===== src/rtl/alu_mp_seq.sv =====
// Multi-precision operation sequencer in front of a combinational word ALU.
// A wide request is accepted on req_*, sent to the ALU one word per cycle
// (least-significant word first, carry chained between words), and the
// assembled result is returned on resp_*.
//
// Handshake semantics (both channels): a transfer happens at a rising clk
// edge where valid and ready are both high. The producer holds valid and its
// payload stable until that transfer. The consumer may raise or lower ready
// at any time. req_ready_o and resp_valid_o are derived from registered
// state only, so there is no combinational path from req_valid_i or
// resp_ready_i to any output.
module alu_mp_seq #(
  parameter int REG_WIDTH = 8,
  parameter int NUM_WORDS = 4,
  parameter int IDX_W     = $clog2(NUM_WORDS)
) (
  input  logic                           clk,
  input  logic                           reset_n,
  input  logic                           req_valid_i,
  output logic                           req_ready_o,
  input  logic [3:0]                     req_instr_i,
  input  logic [NUM_WORDS*REG_WIDTH-1:0] req_a_i,
  input  logic [NUM_WORDS*REG_WIDTH-1:0] req_b_i,
  output logic                           resp_valid_o,
  input  logic                           resp_ready_i,
  output logic [NUM_WORDS*REG_WIDTH-1:0] resp_result_o,
  output logic                           resp_cout_o,
  output logic                           resp_err_o,
  output logic                           busy_o,
  output logic [3:0]                     alu_instr_o,
  output logic [REG_WIDTH-1:0]           alu_a_o,
  output logic [REG_WIDTH-1:0]           alu_b_o,
  output logic                           alu_cin_o,
  input  logic [REG_WIDTH-1:0]           alu_acc_i,
  input  logic                           alu_cout_i,
  output logic [1:0]                     dbg_state_o
);

  localparam int DW = NUM_WORDS * REG_WIDTH;

  localparam logic [3:0] OP_ADD = 4'd4;
  localparam logic [3:0] OP_SUB = 4'd5;
  localparam logic [3:0] OP_MAX = 4'd8;   // highest supported opcode
  localparam logic [3:0] OP_NOP = 4'hF;   // ALU decodes this as no-op

  localparam logic [IDX_W-1:0] LAST_IDX = IDX_W'(NUM_WORDS - 1);

  typedef enum logic [1:0] {
    ST_IDLE = 2'd0,
    ST_EXEC = 2'd1,
    ST_RESP = 2'd2
  } state_t;

  state_t           state_q;
  logic [IDX_W-1:0] idx_q;
  logic [DW-1:0]    a_q;
  logic [DW-1:0]    b_q;
  logic [3:0]       op_q;
  logic [DW-1:0]    result_q;
  logic             carry_q;
  logic             resp_cout_q;
  logic             resp_err_q;
  logic             req_ready_q;
  logic             is_arith;

  assign is_arith      = (op_q == OP_ADD) || (op_q == OP_SUB);
  assign req_ready_o   = req_ready_q;
  assign resp_valid_o  = (state_q == ST_RESP);
  assign resp_result_o = result_q;
  assign resp_cout_o   = resp_cout_q;
  assign resp_err_o    = resp_err_q;
  assign busy_o        = (state_q != ST_IDLE);
  assign dbg_state_o   = state_q;

  // Drive the ALU with the current word during EXEC; park it on a no-op otherwise.
  always_comb begin
    alu_instr_o = OP_NOP;
    alu_a_o     = '0;
    alu_b_o     = '0;
    alu_cin_o   = 1'b0;
    if (state_q == ST_EXEC) begin
      alu_instr_o = op_q;
      alu_a_o     = a_q[REG_WIDTH*int'(idx_q) +: REG_WIDTH];
      alu_b_o     = b_q[REG_WIDTH*int'(idx_q) +: REG_WIDTH];
      // Word 0 seeds SUB's +1 of two's complement; higher words chain the carry.
      if (idx_q == '0) alu_cin_o = (op_q == OP_SUB);
      else             alu_cin_o = is_arith & carry_q;
    end
  end

  // Sequencer FSM: accept, walk the words through the ALU, hold the response.
  always_ff @(posedge clk) begin
    if (!reset_n) begin
      state_q     <= ST_IDLE;
      idx_q       <= '0;
      a_q         <= '0;
      b_q         <= '0;
      op_q        <= '0;
      result_q    <= '0;
      carry_q     <= 1'b0;
      resp_cout_q <= 1'b0;
      resp_err_q  <= 1'b0;
      req_ready_q <= 1'b0;
    end else begin
      case (state_q)
        ST_IDLE: begin
          req_ready_q <= 1'b1;
          if (req_valid_i && req_ready_q) begin
            a_q         <= req_a_i;
            b_q         <= req_b_i;
            op_q        <= req_instr_i;
            result_q    <= '0;
            idx_q       <= '0;
            carry_q     <= 1'b0;
            resp_cout_q <= 1'b0;
            req_ready_q <= 1'b0;
            if (req_instr_i <= OP_MAX) begin
              resp_err_q <= 1'b0;
              state_q    <= ST_EXEC;
            end else begin
              // Unsupported opcode: report immediately without touching the ALU.
              resp_err_q <= 1'b1;
              state_q    <= ST_RESP;
            end
          end
        end
        ST_EXEC: begin
          result_q[REG_WIDTH*int'(idx_q) +: REG_WIDTH] <= alu_acc_i;
          carry_q <= alu_cout_i;
          if (idx_q == LAST_IDX) begin
            resp_cout_q <= is_arith & alu_cout_i;
            state_q     <= ST_RESP;
          end else begin
            idx_q <= idx_q + 1'b1;
          end
        end
        ST_RESP: begin
          if (resp_ready_i) begin
            state_q     <= ST_IDLE;
            req_ready_q <= 1'b1;
          end
        end
        default: begin
          state_q     <= ST_IDLE;
          req_ready_q <= 1'b0;
        end
      endcase
    end
  end

endmodule


===== config.mk =====
export PLATFORM = sky130hd
export DESIGN_NAME = alu_mp_seq
export DESIGN_NICKNAME = d
export VERILOG_FILES = /design/src/rtl/alu_mp_seq.sv
export SDC_FILE = /design/constraint.sdc
export NUM_CORES = 1
export LEC_CHECK = 0
export CAP_MARGIN = 20
export CORE_UTILIZATION = 48
export DETAILED_ROUTE_END_ITERATION = 6
export HOLD_SLACK_MARGIN = 0.15
export PLACE_DENSITY = 0.82
export SETUP_SLACK_MARGIN = 0.5
export SYNTH_ARGS = -nofsm -noshare
export SYNTH_HDL_FRONTEND = slang
export SYNTH_SLANG_ARGS = --single-unit

===== constraint.sdc =====
create_clock -name clk -period 3 [get_ports clk]
set_input_delay 0.6 -clock clk [delete_from_list [all_inputs] [get_ports clk]]
set_output_delay 0.6 -clock clk [all_outputs]
set_load 0.05 [all_outputs]

==> results.md <==
- CTS Sinks: 108
- Clk_lat worst skew: 0.36 ns
- Drt drc: 0
- Max-slew violation count: 0
- Setup repair bufs after CTS: 0
- Crit end category: output pin
- Critical Path RT: 2.40 ns
- Grt ovf: 0
- Pwr Density: 460 nW/um^2
- Drt via density: 5.23
- Clock Path Buffers: 2
- Critical Path Source Type: flop
- Post-Syn Nets: 604
- Final setup fails: 0
- Crit path cell chain: inv_1, ha_2, mux2_2, and3_1, buf_12
- Synthesized cell area: 4610 sq um
- TritonCTS Buffers: 9
- Post-CTS Hold Buffers: 0
- Maxcap violations: 0
- CTS Root Cell: clkbuf_8
- Router iterations before antenna repair: 4
- Die ar.: 9990 sq um
- Number of distinct library cells after synthesis: 34
- Status: finished clean
- Core Rows: 35
- Max-slew headroom: 45.0%
- Post-route setup slack: 0.565 ns
- Die Ht: 100 um
- First-pass GRT wire length: 18,400 um
- Mux share of post-synthesis cell area: 8.07%
- Synth Area in Simple Gates: 21.3%
- Layout Utilization: 68.0%
- Post-synthesis compound-gate area fraction: 17.8%
- Final worst path period share: 81.2%
- Layout cells sized above 1: 11.3%
- Routed vias: 4,045
- CTS tree: done
- Worst path bufs/invs: 2
- Setup Crit Path Kind: flop to output pin
- Adder-Cell Fraction of Synth Area: 1.63%
- Fmax: 411 MHz
- Setup_tns: 0 ns
- Tmin final: 2.43 ns
- FFs w/ async S/R, synth: 0%
- Sequential share of the synthesized area: 46.9%
- XOR/XNOR share of the synthesized area: 0%
- CTS resizes: 8
- Most used DFF post-synth: dfxtp_1
- WL final: 11,500 um
- Core footprint: 9280 sq um
- Antenna diodes: 0
- Mapped Cells: 517
- Hold WS: 0.466 ns
- Setup Skew: 0.0141 ns
- Largest net degree at the start of global routing: 62
- Largest family of logic cells by synthesized area: simple AND/OR/NAND/NOR gates
- Final Hold Vio Count: 0
- RSZ-0062 raised after global routing: true
- Slew @ Worst Pin: 0.824 ns
- Synth-to-layout area growth: 36.9%
- Setup WS pre-CTS: 0.534 ns
- Htree depth: 3
- Initial core utilization: 49.6%
- Worst vdd ir: 385 uV
- Total global-route track usage: 23.3%
- Dpl hpwl: 8040 um
- Top Family by Delay on Critical Path: flip-flops
- Synth Area per Inst: 8.91 sq um
- Clock-pin slew on the worst setup and hold paths: 0.10 ns
- Critical path arrival: 1.83 ns
- Initial DRC Count: 184
- Yosys warns: 0
- Post-synth EDFFs: 0
- Worst path max stage delay: 0.40 ns
- Static leakage: 0.00225 uW
- Nets: 728
- IO buf count: 140
- Die Span X: 100 um
- I/O Pins: 141
- Min-Delay Path Class: flop to flop
- Vias in the first global route: 3,745
- #FFs+latches synth: 108
- Per-cell routed wire length: 14.9 um
- Max stage delay cell, worst path: dfxtp_4
- Antenna-violating nets left: 0
- Worst-path fanout max: 9
- Final Wtd Congestion: 0.821
- Initial antenna violation count: 0
cell type report:
cell class              count  area (sq um)
fillers                   772          2980
multi-input cells         368          2280
flip-flops and latches    108          2170
repair buffers            151          1480
well taps                 129           161
clock buffers              12           155
clock inverters             3          46.3
inverters                   3          11.3
logic make-up after synthesis:
family                   count (synthesis)
buffers and inverters                   41
multiplexers                            17
flip-flops                             108
AO/OA/AOI/OAI                          116
adder cells (fa/ha/maj)                  6
AND/OR/NAND/NOR                        229
cells in the final DEF, fill, tap and decap left out, types with 2 or more instances in the layout:
master | synthesis | layout
nor2_1 | 2 | 2
nand2_1 | 186 | 186
dfxtp_2 | 0 | 2
o22ai_1 | 33 | 33
mux4_2 | 16 | 16
dfxtp_1 | 108 | 105
buf_4 | 0 | 26
nand3b_1 | 2 | 2
or3_1 | 2 | 2
and2_1 | 16 | 16
buf_6 | 2 | 2
ha_1 | 6 | 5
nand2b_1 | 5 | 5
nand3_1 | 4 | 4
a21boi_0 | 73 | 73
nor3b_1 | 2 | 2
inv_1 | 3 | 2
dlygate4sd2_1 | 0 | 2
clkbuf_8 | 0 | 11
a21oi_1 | 5 | 5
clkdlybuf4s50_1 | 0 | 115
buf_12 | 0 | 4
routing by layer:
| metal | part of all wire (%) | global-route usage, % |
|---|---|---|
| met1 | 48 | 32.9 |
| met2 | 45 | 36.8 |
| met3 | 4.8 | 3.83 |
| met4 | 1.3 | 7.13 |
| met5 | 0 | 0 |
cell usage after synthesis, drive strengths merged, types with 2 or more instances:
cell type	number	share of area (%)
o22ai	33	4.5
mux4	16	7.8
nor3b	2	0.33
ha	6	1.6
a21boi	73	12
a21oi	5	0.54
nand2	186	15
nand3	4	0.43
nand2b	5	0.68
clkbuf	14	1.1
or3	2	0.27
buf	24	2.9
nand3b	2	0.33
inv	3	0.24
nor2	2	0.16
dfxtp	108	47
and2	16	2.2
registers in the layout (all words and copies together), names as in the netlist:
signal	cells
a_q	32
b_q	32
resp_result_o	32
op_q	4
dbg_state_o	2
idx_q	2
carry_q	1
req_ready_o	1
resp_cout_o	1
resp_err_o	1
per-stage QoR:
step                      power, uW  instance area [sq um]  instances
after floorplan                1820                   4610        517
after global placement         2020                   6090        759
after detailed placement       2030                   6090        759
after CTS                      2920                   6300        774
after global routing           3030                   6310        774
final                          2900                   6310        774
worst register-to-register path, cell delays in order, from the launching register on:
cell     delay [ns]
dfxtp_1        0.34
buf_4          0.21
inv_2          0.08
ha_1           0.32
or4_1          0.71
o22ai_1        0.24
report_power, final:
part,internal [uW],switching [uW],total (uW),leakage [uW]
clock,430,476,905,0.0000987
combinational,225,238,463,0.00127
sequential,1490,39.6,1530,0.000879
total,2150,753,2900,0.00225
final timing paths:
kind / startpoint / end / slack, ns / cells past startpoint
max: idx_q[0]$_SDFFE_PN0P_ / alu_cin_o / 0.57 / 5
min: a_q[22]$_SDFFE_PN0P_ / a_q[22]$_SDFFE_PN0P_ / 0.47 / 2
max reg2reg: idx_q[1]$_SDFFE_PN0P_ / resp_result_o[30]$_SDFFE_PN0P_ / 1.03 / 5
min reg2reg: a_q[22]$_SDFFE_PN0P_ / a_q[22]$_SDFFE_PN0P_ / 0.47 / 2
No activity file was read; power rests on OpenSTA's default activity.
==> patch 1, RTL diff (same flow settings) <==
Change the parameter `REG_WIDTH` from 8 to 9.
--- a/src/rtl/alu_mp_seq.sv
+++ b/src/rtl/alu_mp_seq.sv
@@ -10,7 +10,7 @@
 // state only, so there is no combinational path from req_valid_i or
 // resp_ready_i to any output.
 module alu_mp_seq #(
-  parameter int REG_WIDTH = 8,
+  parameter int REG_WIDTH = 9,
   parameter int NUM_WORDS = 4,
   parameter int IDX_W     = $clog2(NUM_WORDS)
 ) (
Interface: changed (6 resized); port bits go from 141 to 156. No check against the original RTL was run, so the function may have changed too.
==> patch 1 against the unedited design <==
  * Setup slack lost 0.068 ns
  * Maximum frequency down 2.7%
  * Highest routed layer unchanged
  * Count of clock-buffer cells in the layout is 5 higher
  * Wire length rose by 22%
  * Power rose by 45%
  * Synthesized area up 7.4%
  * Final area up 19%
  * Worst hold slack got worse by 0.012 ns
  * Sequential cell count is 12 higher
==> patch 1: results (changes against the unedited design) <==
stage,metric,value,unit,change
status,status,"finished, final reports clean",,
routing,Metal-1 WL,5.74,mm,+3.0%
routing,total number of vias,4703,,+16%
yosys,"Seq/Total Area, Yosys",48.5,%,+1.6 points
timing,final worst-path cycle share,83.4,%,+2.3 points
global_route,Total Routing Usage GR,26.7,%,+3.4 points
routing,DR iter-0 viols,237,,+29%
routing,Pre-Repair DR Iteration Count,5,,+1
cts,"Clk pin slew, worst setup/hold paths",0.06,ns,-0.04 ns
cts,"Gates resized, CTS repair",11,,+3
critical_path,"slowest stage delay, CP",0.36,ns,-0.04 ns
layout,Non-Filler Instances,867,,+12%
power_and_ir_drop,P_int,3110,uW,+45%
routing,WL final,14.0,mm,+22%
layout,nets,817,,+12%
placement,DPL Wire Length,9.66,mm,+20%
power_and_ir_drop,worst vdd ir,0.000330,V,-14%
power_and_ir_drop,Comb power,538,uW,+16%
critical_path,reg2reg end,resp_result_o[11],,
yosys,"top cells by area, synth","dfxtp_1, nand2_1, a21oi_1, mux4_2, o22ai_1",,
yosys,Synth cell types,38,,+12%
routing,metal2 WL,7.21,mm,+37%
cts,CTS Buf Count,17,,+8
layout,Area Overhead vs Synth,51.3,%,
placement,gpl congestion,0.837,,+1.9%
placement,number of buffers added on ports,155,,+11%
worst_hold_path,hold path endpoint,a_q[13],,
placement,placed insts,827,,+9.0%
global_route,GR Util met1,32.3,%,-0.57 points
global_route,routing usage on met3,5.35,%,+1.5 points
timing,Max-slew headroom,46.1,%,+1.1 points
## patch 1: cell count changes after synthesis, sizes merged, moves of 9 or more
cell    delta
nand2     +20
and2      -16
buf        -9
a21oi     +81
a21boi    -73
nor2b     +18
clkbuf    +12
dfxtp     +12
## patch 1: cell type report
cell class | instances | area share (%)
Multi-Input combinational cell | 403 | 32.1
Clock inverter | 15 | 2.26
Inverter | 5 | 0.251
Timing Repair Buffer | 174 | 25.4
Sequential cell | 120 | 32.3
Tap cell | 133 | 2.22
Clock buffer | 17 | 5.53
## patch 1: kinds of logic after synthesis
group,share of synthesized area (%)
simple gates,21.7
flops,48.5
fa+ha+maj,1.52
mux,8.39
compound gates,15.9
buf+inv,4.02
## patch 1: worst min-delay path: stages, from the launching register on
cell and delay [ns]:
dfxtp_1 0.31, nand2_1 0.05, a21oi_1 0.05
==> patch 2, RTL diff (same flow settings) <==
Without the edit above. Reset style: asynchronous (`reset_n`), changed in one clocked block.
--- a/src/rtl/alu_mp_seq.sv
+++ b/src/rtl/alu_mp_seq.sv
@@ -89,7 +89,7 @@
   end
 
   // Sequencer FSM: accept, walk the words through the ALU, hold the response.
-  always_ff @(posedge clk) begin
+  always_ff @(posedge clk or negedge reset_n) begin
     if (!reset_n) begin
       state_q     <= ST_IDLE;
       idx_q       <= '0;
Function: differs if reset_n is asserted again (counterexample within 4 cycles, from zero or initial values and one cycle with reset_n low); with reset_n held inactive, the same outputs for 10 cycles.
==> patch 2 against the unedited design <==
  * Global-route usage is 0.66 points higher
  * Final cell count is 5.4% lower
  * Register-to-register slack worse by 0.22 ns
  * Wire length is 2.5% higher
  * Maximum frequency is 1.7% lower
  * Via count is 6.4% lower
  * Final area is 8.5% higher
  * Critical path depth is 1 lower
  * Worst hold slack worse by 0.23 ns
  * Setup slack worse by 0.041 ns
  * Synthesized area is 3.8% higher
  * Sequential cell count stayed put
Power is not compared: it rests on default switching activity, and its combinational part moved more than twofold at a synthesized area within 25%.
==> patch 2: results (changes against the unedited design) <==
stage,metric,value,unit,change
routing,WL final,11.8,mm,+2.5%
yosys,"top cells by area, synth","dfrtp_1, nand2_1, mux4_2, a22o_1, and2_1",,
layout,non-clock buffer share of cell area,25.3,%,+1.8 points
timing,Worst Skew,0.0228,ns,+0.00873 ns
global_route,GR Util met2,40.4,%,+3.6 points
yosys,mux contribution to synthesized area,8.22,%,+0.15 points
yosys,"Seq/Total Area, Yosys",56.5,%,+9.6 points
layout,Inverters,6,,+3
global_route,GR Util met1,31.1,%,-1.7 points
cts,post-CTS setup buffer count,3,,+3
placement,area post-placement,6490,sq um,+6.5%
routing,drt via density,5.17,,-1.0%
global_route,vias in the first global route,3885,,+3.7%
layout,fraction of area in multi-input gates,29.4,%,-6.8 points
timing,Max-slew headroom,49.2,%,+4.2 points
critical_path,Critical R2R Launch,idx_q[1],,
yosys,compound-gate portion of the synthesized area,7.74,%,-10 points
status,status,"finished, final reports clean",,
layout,layout cells sized above 1,16.7,%,+5.4 points
placement,Post-Place Setup Slack,0.542,ns,+0.00872 ns
layout,Signal buffers,154,,+2.0%
critical_path,CP max FO,8,,-1
yosys,syn_area_per_cell,10.5,sq um,+18%
layout,clk tree area frac,2.98,%,-0.21 points
routing,DR iter-0 viols,218,,+18%
## patch 2: cell count changes after synthesis, moves of 3 or more
cell and delta:
o22ai_1 -33, nand2_1 +20, a21boi_0 -73, nand3_1 -3
dfrtp_1 +108, dfxtp_1 -108, buf_2 -13, inv_1 +3
buf_4 +3, clkbuf_1 -4, a22o_1 +33
## patch 2: through the flow
stage	total power, uW	utilization (%)	instances
2_1_floorplan	4750	-	454
3_3_place_gp	5880	66.7	712
3_5_place_dp	6030	66.7	712
4_1_cts	7000	69.5	731
5_1_grt	7560	70.3	732
6_report	7130	70.3	732
## patch 2: worst paths after layout
kind,endpoint,slack (ns),cells past startpoint
setup / recovery,alu_b_o[2],0.52,4
hold / removal,b_q[2],0.23,1
setup reg to reg,resp_result_o[10],0.81,6
hold reg to reg,a_q[22],0.48,2
max in group asynchronous,b_q[20],2.04,2
min in group clk,a_q[22],0.48,2
